## config.mk

```make
export PLATFORM = sky130hd
export DESIGN_NAME = dm_port_arbiter
export DESIGN_NICKNAME = d
export VERILOG_FILES = /design/src/rtl/dm_arb_pkg.sv /design/src/rtl/dm_port_arbiter_rr_pick2.sv /design/src/rtl/dm_port_arbiter.sv
export SDC_FILE = /design/constraint.sdc
export NUM_CORES = 1
export LEC_CHECK = 0
export CAP_MARGIN = 10
export CORE_AREA = 8 8 150 152
export CTS_BUF_LIST = sky130_fd_sc_hd__clkbuf_8 sky130_fd_sc_hd__clkbuf_16
export CTS_CLUSTER_DIAMETER = 50
export DETAILED_ROUTE_END_ITERATION = 6
export DIE_AREA = 0 0 158 160
export DONT_BUFFER_PORTS = 1
export PLACE_DENSITY = 0.59
export SETUP_SLACK_MARGIN = 0.5
export SLEW_MARGIN = 20
export SYNTH_ARGS = -nofsm -noshare
export SYNTH_HDL_FRONTEND = slang
export SYNTH_SLANG_ARGS = --single-unit
```

## constraint.sdc

```tcl
create_clock -name clk -period 2.13 [get_ports clk]
set_input_delay 0.426 -clock clk [delete_from_list [all_inputs] [get_ports clk]]
set_output_delay 0.426 -clock clk [all_outputs]
set_load 0.03 [all_outputs]
```

## src/rtl/dm_arb_pkg.sv

```systemverilog
// Shared types and constants for the data-memory port arbiter.
//   state_t        : arbiter FSM states (IDLE -> ACCESS -> RESP -> IDLE)
//   ID_A / ID_B    : requester identifiers used for winner tracking
//   lock_cnt_width : width of a counter that must hold 0..lock_max
package dm_arb_pkg;

  typedef enum logic [1:0] {
    IDLE   = 2'd0,
    ACCESS = 2'd1,
    RESP   = 2'd2
  } state_t;

  localparam logic ID_A = 1'b0;
  localparam logic ID_B = 1'b1;

  function automatic int lock_cnt_width(input int lock_max);
    return $clog2(lock_max + 1);
  endfunction

endpackage

```

## src/rtl/dm_port_arbiter_rr_pick2.sv

```systemverilog
// Combinational two-way round-robin picker with bounded lock.
//   req[1:0]    : bit 0 = requester A, bit 1 = requester B
//   last_winner : id of the previous winner
//   lock        : previous winner asks to keep priority
//   lock_cnt    : consecutive locked wins already taken by last_winner
//   gnt[1:0]    : one-hot grant (all zero when nobody requests)
//   win_id      : id of the granted requester (ID_A when idle)
module rr_pick2
  import dm_arb_pkg::*;
#(
  parameter int LOCK_MAX   = 4,
  parameter int LOCK_CNT_W = 3
) (
  input  logic [1:0]            req,
  input  logic                  last_winner,
  input  logic                  lock,
  input  logic [LOCK_CNT_W-1:0] lock_cnt,
  output logic [1:0]            gnt,
  output logic                  win_id
);

  logic keep;

  always_comb begin
    // On a tie the previous winner may stay on top only while its lock
    // budget lasts; otherwise priority flips to the other requester.
    keep   = lock && (lock_cnt < LOCK_CNT_W'(LOCK_MAX));
    win_id = ID_A;
    gnt    = 2'b00;
    case (req)
      2'b01: begin
        win_id = ID_A;
        gnt    = 2'b01;
      end
      2'b10: begin
        win_id = ID_B;
        gnt    = 2'b10;
      end
      2'b11: begin
        win_id = keep ? last_winner : ~last_winner;
        gnt    = (win_id == ID_B) ? 2'b10 : 2'b01;
      end
      default: begin
        win_id = ID_A;
        gnt    = 2'b00;
      end
    endcase
  end

endmodule

```

## src/rtl/dm_port_arbiter.sv

```systemverilog
// Shares the single-port data memory between requester A (MEM stage) and
// requester B (debug/DMA). Round-robin arbitration with a bounded lock;
// one transaction per three cycles (IDLE arbitrates, ACCESS drives the DM,
// RESP returns done/rdata to the winner).
//   clk, reset     : clock; synchronous active-low reset
//   x_req/we/lock  : request, write enable, lock request (x = a, b)
//   x_addr/wdata/pc: byte address, store data, instruction PC
//   x_gnt          : combinational grant, inputs captured at this edge
//   x_done/x_rdata : completion pulse and read data (rdata held between)
//   dm_*           : memory interface, driven only during ACCESS
//   err            : misaligned access dropped (pulses with done)
//   busy           : FSM not in IDLE
module dm_port_arbiter
  import dm_arb_pkg::*;
#(
  parameter int AW       = 32,
  parameter int DW       = 32,
  parameter int LOCK_MAX = 4
) (
  input  logic          clk,
  input  logic          reset,
  input  logic          a_req,
  input  logic          a_we,
  input  logic          a_lock,
  input  logic [AW-1:0] a_addr,
  input  logic [DW-1:0] a_wdata,
  input  logic [31:0]   a_pc,
  output logic          a_gnt,
  output logic          a_done,
  output logic [DW-1:0] a_rdata,
  input  logic          b_req,
  input  logic          b_we,
  input  logic          b_lock,
  input  logic [AW-1:0] b_addr,
  input  logic [DW-1:0] b_wdata,
  input  logic [31:0]   b_pc,
  output logic          b_gnt,
  output logic          b_done,
  output logic [DW-1:0] b_rdata,
  output logic [AW-1:0] dm_addr,
  output logic          dm_we,
  output logic [DW-1:0] dm_wdata,
  output logic [31:0]   dm_pc,
  input  logic [DW-1:0] dm_rdata,
  output logic          err,
  output logic          busy
);

  localparam int LOCK_CNT_W = lock_cnt_width(LOCK_MAX);

  state_t                state, state_nxt;
  logic                  id_q;
  logic                  we_q;
  logic [AW-1:0]         addr_q;
  logic [DW-1:0]         wdata_q;
  logic [31:0]           pc_q;
  logic                  mis_q;
  logic                  last_winner;
  logic [LOCK_CNT_W-1:0] lock_cnt;
  logic [DW-1:0]         a_rdata_q;
  logic [DW-1:0]         b_rdata_q;

  logic [1:0]            pick_gnt;
  logic                  pick_id;
  logic                  prev_lock;
  logic                  win_lock;
  logic                  take;
  logic                  in_access;
  logic                  in_resp;

  // Only the previous winner's lock matters for keeping priority.
  assign prev_lock = (last_winner == ID_B) ? b_lock : a_lock;
  assign win_lock  = (pick_id == ID_B) ? b_lock : a_lock;

  rr_pick2 #(
    .LOCK_MAX  (LOCK_MAX),
    .LOCK_CNT_W(LOCK_CNT_W)
  ) u_pick (
    .req        ({b_req, a_req}),
    .last_winner(last_winner),
    .lock       (prev_lock),
    .lock_cnt   (lock_cnt),
    .gnt        (pick_gnt),
    .win_id     (pick_id)
  );

  // Grants are suppressed while reset is held so nothing is promised that
  // the register stage will not capture.
  assign take  = (state == IDLE) && reset && (|pick_gnt);
  assign a_gnt = take & pick_gnt[0];
  assign b_gnt = take & pick_gnt[1];

  assign mis_q     = |addr_q[1:0];
  assign in_access = (state == ACCESS);
  assign in_resp   = (state == RESP) && reset;

  assign dm_addr  = in_access ? addr_q  : '0;
  assign dm_wdata = in_access ? wdata_q : '0;
  assign dm_pc    = in_access ? pc_q    : '0;
  assign dm_we    = in_access & we_q & ~mis_q & reset;

  assign a_done  = in_resp & (id_q == ID_A);
  assign b_done  = in_resp & (id_q == ID_B);
  assign err     = in_resp & mis_q;
  assign a_rdata = a_rdata_q;
  assign b_rdata = b_rdata_q;
  assign busy    = (state != IDLE);

  always_comb begin
    state_nxt = state;
    case (state)
      IDLE:    if (take) state_nxt = ACCESS;
      ACCESS:  state_nxt = RESP;
      RESP:    state_nxt = IDLE;
      default: state_nxt = IDLE;
    endcase
  end

  always_ff @(posedge clk) begin
    if (!reset) begin
      state       <= IDLE;
      id_q        <= ID_A;
      we_q        <= 1'b0;
      addr_q      <= '0;
      wdata_q     <= '0;
      pc_q        <= '0;
      last_winner <= ID_B;
      lock_cnt    <= '0;
      a_rdata_q   <= '0;
      b_rdata_q   <= '0;
    end else begin
      state <= state_nxt;
      // IDLE -> ACCESS: capture the winner's request
      if (take) begin
        id_q        <= pick_id;
        we_q        <= (pick_id == ID_B) ? b_we    : a_we;
        addr_q      <= (pick_id == ID_B) ? b_addr  : a_addr;
        wdata_q     <= (pick_id == ID_B) ? b_wdata : a_wdata;
        pc_q        <= (pick_id == ID_B) ? b_pc    : a_pc;
        last_winner <= pick_id;
        // Only back-to-back locked wins by the same id consume the budget;
        // the counter saturates so it never wraps back into "may keep".
        if ((pick_id == last_winner) && win_lock) begin
          if (lock_cnt != LOCK_CNT_W'(LOCK_MAX))
            lock_cnt <= lock_cnt + LOCK_CNT_W'(1);
        end else begin
          lock_cnt <= '0;
        end
      end
      // ACCESS -> RESP: capture read data for the winner only
      if (state == ACCESS) begin
        if (id_q == ID_B) b_rdata_q <= dm_rdata;
        else              a_rdata_q <= dm_rdata;
      end
    end
  end

endmodule

```

==> impl_metrics.csv, run 1 <==
group,metric,value,unit
status,status,"complete, no violations",
floorplanning,fp.dieArea,0.0253,mm2
place,gp_congestion,0.805,
detailed_routing,firstDrtPassIters,5,
power_and_ir_drop,pwr_density_cell,797,mW/mm2
critical_path,path_cells,"or3b_4 -> buf_6 -> o21a_4 -> buf_12 -> buf_12 -> buf_16 -> and2_1 -> a221o_1",
detailed_routing,routed_wl,31000,um
yosys,synthArstFlopShare,0,
sta,hold_viol,0,
finish,antenna_cells,0,
min_path,hold_path.class,"input pin to register",
place,dp_hpwl,18000,um
yosys,syn_area,0.00700,mm2
yosys,syn_avg_cell_area,9.16,um2
yosys,ys_types,34,
place,port-buffer-count,0,
cts,numClockSinks,168,
critical_path,crit_slowest_cell,"or3b_4",
critical_path,worst_path_most_repeated_cell,"buf_12",
finish,layout_common_cells,"and2_4 (168), dfxtp_1 (164), a221o_1 (97)",
yosys,ys_warn_count,0,
detailed_routing,wire_per_inst,27.5,um
finish,drive_gt1_frac,0.501,
critical_path,crit_fanout,13,
floorplanning,core_area,0.0200,mm2
cts,insertion_delay,0.43,ns
yosys,synth_nets,999,
grt,grt_max_degree,54,
cts,cts_buffers,17,
finish,syn_to_final_growth,57.1,%
critical_path,worstSetupEndpointType,"register",
critical_path,crit_arrival,2.42,ns
finish,final_common_cell,"and2_4",
sta,whs,0.107,ns
sta,setup_viol,0,
yosys,synth_seq_cells,168,
finish,fillers,1693,
critical_path,cp_top_family,"simple AND/OR/NAND/NOR gates",
sta,fin_worst_skew,0.0106,ns
power_and_ir_drop,leakage,4.55,nW
yosys,synth_flop_cell,"dfxtp_1",
cts,cts_buffer_depth,2,
cts,path_clk_slew,0.07,ns
critical_path,worst_path_largest_cell_delay,0.42,ns
detailed_routing,dr_total_vias,6192,
sta,slew_violations,0,
sta,rsz0062_at_grt,"true",
sta,period_needed,2.10,ns
floorplanning,io_pins,399,
power_and_ir_drop,peakVddDrop,0.498,mV
cts,cts_tree,"done",
grt,grt_pass1_wl,40600,um
critical_path,cp.buffers_inverters,4,
run,maxCapViolCount,0,
power_and_ir_drop,report.power.total,8.77,mW
cts,holdBufCountCts,0,
cts,h-tree-depth,4,
yosys,syn_inst,765,
floorplanning,die_y,160,um
cts,clock_tree.root_cell,"clkbuf_16",
yosys,synth_edf_count,0,
detailed_routing,initialDrtViolationCount,377,
finish,fin_nets,1079,
floorplanning,rows,52,
grt,overflow,0,
yosys,synth-seq-area-share,0.480,
detailed_routing,drc,0,
critical_path,cp-start-kind,"register",
sta,slew_headroom,0.719,
detailed_routing,drtAntennaViolNets,0,
sta,tightest_slew,0.420,ns
floorplanning,start_util,0.350,
critical_path,cp.required,2.45,ns
grt,grt_usage,0.213,
grt,grt_pass1_vias,6495,
sta,max_freq,476,MHz
finish,fin_util,0.549,
floorplanning,die_w,158,um
detailed_routing,viasPerCell,5.49,
sta,setup_tns,0,ns
grt,antenna_found_initial,0,
critical_path,crit_type,"register to register",
sta,period_share,0.987,
## cells in the mapped netlist, types with 2 or more instances
library cell / count / area share
and2_0: 27 / 0.024
ha_1: 2 / 0.0036
dlymetal6s2s_1: 3 / 0.0054
nor2_1: 8 / 0.0043
buf_6: 5 / 0.0080
nand3b_1: 3 / 0.0032
dfxtp_1: 168 / 0.48
buf_2: 11 / 0.0079
o32ai_1: 2 / 0.0025
nand2b_1: 2 / 0.0018
and2_1: 169 / 0.15
a221o_1: 97 / 0.14
clkbuf_1: 40 / 0.021
nand2_1: 135 / 0.072
buf_4: 2 / 0.0021
inv_1: 7 / 0.0038
a21oi_1: 67 / 0.048
## cell families after synthesis
logic type | after synthesis | synth area share
compound gates | 176 | 0.203
fa+ha+maj | 2 | 0.00357
buf+inv | 71 | 0.0525
flops | 168 | 0.480
simple gates | 348 | 0.261
## per-stage QoR
step	worst slack (ns)	std cells	cell area (um2)
after detailed placement	0.255	1024	7950
after CTS	0.0124	1099	9650
after floorplan	0.246	765	7150
after global placement	0.272	1024	7950
final	0.0277	1128	11000
after global routing	-0.0186	1128	11000
## layer usage
| layer | global-route usage | wire length (um) | vias to the layer above |
|---|---|---|---|
| met1 | 0.238 | 11600 | 2997 |
| met5 | 0 | 0 | - |
| met2 | 0.357 | 15300 | 330 |
| li1 | - | - | 2822 |
| met3 | 0.0885 | 3310 | 43 |
| met4 | 0.0763 | 794 | 0 |
## state kept, by name, summed over array words and instances, names as in the netlist
name	cells
state	2
last_winner	1
addr_q	32
pc_q	32
lock_cnt	3
we_q	1
id_q	1
wdata_q	32
a_rdata	32
b_rdata	32
## power breakdown
group	leakage [nW]	switching, mW	total (mW)	internal [mW]
clock network	0.295	1.57	3.16	1.59
logic	2.87	0.868	1.91	1.04
registers	1.38	0.273	3.69	3.42
total	4.55	2.71	8.77	6.06
## worst paths after layout
check,slack [ns],to,startpoint,cells after the start
setup / recovery,0.03,wdata_q[26]$_SDFFE_PN0P_,state[1]$_SDFFE_PN0P_,8
hold / removal,0.11,a_rdata[7]$_SDFFE_PN0P_,dm_rdata[7],2
setup reg to reg,0.03,wdata_q[26]$_SDFFE_PN0P_,state[1]$_SDFFE_PN0P_,8
hold reg to reg,0.51,lock_cnt[0]$_SDFFE_PN0P_,lock_cnt[0]$_SDFFE_PN0P_,2
## layout make-up
type                       count  area, um2  share of cell area
timing repair buffer         125       2440               0.222
clock buffer                  17        425              0.0386
sequential                   168       3380               0.307
multi-input combinational    526       4220               0.383
inverter                       7       26.3             0.00239
clock inverter                15        181              0.0165
tap                          270        338              0.0307
## timing repair
| item | in CTS | in global routing |
|---|---|---|
| buffers inserted | 23 | 7 |
| setup endpoints to repair | 218 | 269 |
| pin swaps | 49 | 114 |
| resized for setup | 119 | 248 |
| cloned | 20 | 22 |
No activity file was read; power rests on OpenSTA's default activity.
==> run 2: changes to the inputs <==
--- a/config.mk
+++ b/config.mk
@@ -6,13 +6,13 @@
 export NUM_CORES = 1
 export LEC_CHECK = 0
 export CAP_MARGIN = 10
-export CORE_AREA = 8 8 150 152
+export CORE_AREA = 5 5 151 153
 export CTS_BUF_LIST = sky130_fd_sc_hd__clkbuf_8 sky130_fd_sc_hd__clkbuf_16
 export CTS_CLUSTER_DIAMETER = 50
 export DETAILED_ROUTE_END_ITERATION = 6
-export DIE_AREA = 0 0 158 160
+export DIE_AREA = 0 0 156 158
 export DONT_BUFFER_PORTS = 1
-export PLACE_DENSITY = 0.59
+export PLACE_DENSITY = 0.57
 export SETUP_SLACK_MARGIN = 0.5
 export SLEW_MARGIN = 20
 export SYNTH_ARGS = -nofsm -noshare
==> impl_metrics.csv, run 2 (synthesized netlist as in run 1, its figures left out) <==
group,metric,value,unit
cts,cts_tree,"done",
grt,grt_max_degree,99,
power_and_ir_drop,peakVddDrop,0.438,mV
sta,setup_viol,0,
sta,tightest_slew,1.38,ns
finish,multi_input_area,0.00397,mm2
cts,clock_tree.root_cell,"clkbuf_16",
cts,numClockSinks,168,
finish,final_common_cell,"dfxtp_1",
grt,grt_usage,0.184,
grt,overflow,0,
floorplanning,die_y,158,um
finish,antenna_cells,0,
cts,cts_buffer_depth,2,
detailed_routing,viasPerCell,5.45,
sta,slew_violations,0,
cts,cts_buffers,17,
place,dp.cells,1028,
min_path,hold_start,"dm_rdata[27]",
power_and_ir_drop,report.power.total,8.44,mW
finish,drive_gt1_frac,0.365,
finish,fillers,2071,
critical_path,r2r_start,"state[0]$_SDFFE_PN0P_",
detailed_routing,initialDrtViolationCount,401,
detailed_routing,dr_total_vias,6052,
critical_path,cp-start-kind,"register",
floorplanning,io_pins,399,
sta,max_freq,485,MHz
sta,slew_headroom,0.0764,
floorplanning,core_area,0.0214,mm2
grt,antenna_found_initial,0,
sta,fin_worst_skew,0.0124,ns
critical_path,crit_fanout,7,
cts,h-tree-depth,4,
critical_path,crit_slowest_cell,"or3b_4",
critical_path,path_cells,"or3b_4 -> a211oi_4 -> buf_12",
detailed_routing,firstDrtPassIters,5,
detailed_routing,wire_per_inst,25.5,um
power_and_ir_drop,pwr_density_cell,866,mW/mm2
critical_path,crit_arrival,1.64,ns
sta,period_needed,2.06,ns
floorplanning,start_util,0.327,
sta,setup_tns,0,ns
floorplanning,rows,54,
critical_path,crit_type,"register to output pin",
grt,grt_pass1_wl,35100,um
min_path,hold_path.class,"input pin to register",
cts,insertion_delay,0.42,ns
place,gp_congestion,0.806,
detailed_routing,drtAntennaViolNets,0,
sta,hold_viol,0,
finish,syn_to_final_growth,39.1,%
power_and_ir_drop,leakage,3.85,nW
finish,fin_util,0.455,
critical_path,worst_path_largest_cell_delay,0.42,ns
finish,layout_common_cells,"dfxtp_1 (164), and2_4 (156), nand2_1 (134)",
run,maxCapViolCount,0,
place,dp_hpwl,16700,um
sta,period_share,0.968,
detailed_routing,drc,0,
cts,path_clk_slew,0.08,ns
finish,seq_area,0.00337,mm2
floorplanning,fp.dieArea,0.0246,mm2
finish,fin_nets,1051,
finish,stdcell_count,1110,
status,status,"complete, no violations",
grt,grt_pass1_vias,5758,
place,port-buffer-count,0,
critical_path,cp.required,1.70,ns
floorplanning,die_w,156,um
critical_path,worstSetupEndpointType,"output pin",
sta,rsz0062_at_grt,"true",
detailed_routing,routed_wl,28300,um
critical_path,crit_path_start,"state[0]$_SDFFE_PN0P_",
[run 2: changes by cell type in the layout (fill, tap and decap cells not counted), sizes merged, moves of 2 or more]
cell and change:
clkbuf -10, o21a +15, clkinvlp +2, inv +3, buf -33, clkinv -6
[run 2: area by class of cell]
cell class	count	share of cell area
timing repair buffer	81	0.146
tap	280	0.0359
clock buffer	17	0.0437
inverter	7	0.00270
multi-input combinational	542	0.407
clock inverter	15	0.0185
sequential	168	0.346
[run 2: final timing paths]
kind                                                 end  slack (ns)  cells after the start
worst min-delay path            a_rdata[27]$_SDFFE_PN0P_        0.13                      2
worst max register to register  wdata_q[20]$_SDFFE_PN0P_        0.14                      7
worst max-delay path                               a_gnt        0.07                      3
worst min register to register  lock_cnt[0]$_SDFFE_PN0P_        0.50                      2
[run 2: repair_timing]
action | 4_1_cts | 5_1_grt
buffers inserted | 7 | 12
resized for setup | 95 | 137
gates cloned | 6 | 25
hold buffers | 0 | 0
setup endpoints to repair | 266 | 268
pin swaps | 45 | 42
[run 2: layer usage]
metal / routed length [um] / up-vias / GRT usage
met2: 13900 / 285 / 0.304
met3: 2630 / 33 / 0.0820
met1: 11200 / 2943 / 0.215
li1: - / 2791 / -
met4: 609 / 0 / 0.0600
met5: 0 / - / 0
[run 2: critical path: cells and delay by family (launching register included)]
family,cells,cell delay [ns]
AND/OR/NAND/NOR,1,0.42
buffers and inverters,1,0.20
AO/OA/AOI/OAI,1,0.25
flip-flops,1,0.34
[run 2: report_power, final]
group / internal (mW) / switching, mW / total, mW
sequential: 3.42 / 0.262 / 3.68
combinational: 0.788 / 0.767 / 1.55
clock: 1.69 / 1.52 / 3.21
total: 5.90 / 2.55 / 8.44
[run 2: stage by stage]
| step | worst slack [ns] | area [um2] | hold slack, ns |
|---|---|---|---|
| after global placement | 0.102 | 7830 | 0.487 |
| after detailed placement | 0.0873 | 7830 | 0.492 |
| after global routing | 0.000417 | 9750 | 0.107 |
| after CTS | 0.0149 | 8890 | 0.0990 |
| after floorplan | 0.246 | 7150 | 0.464 |
| final | 0.0682 | 9750 | 0.126 |
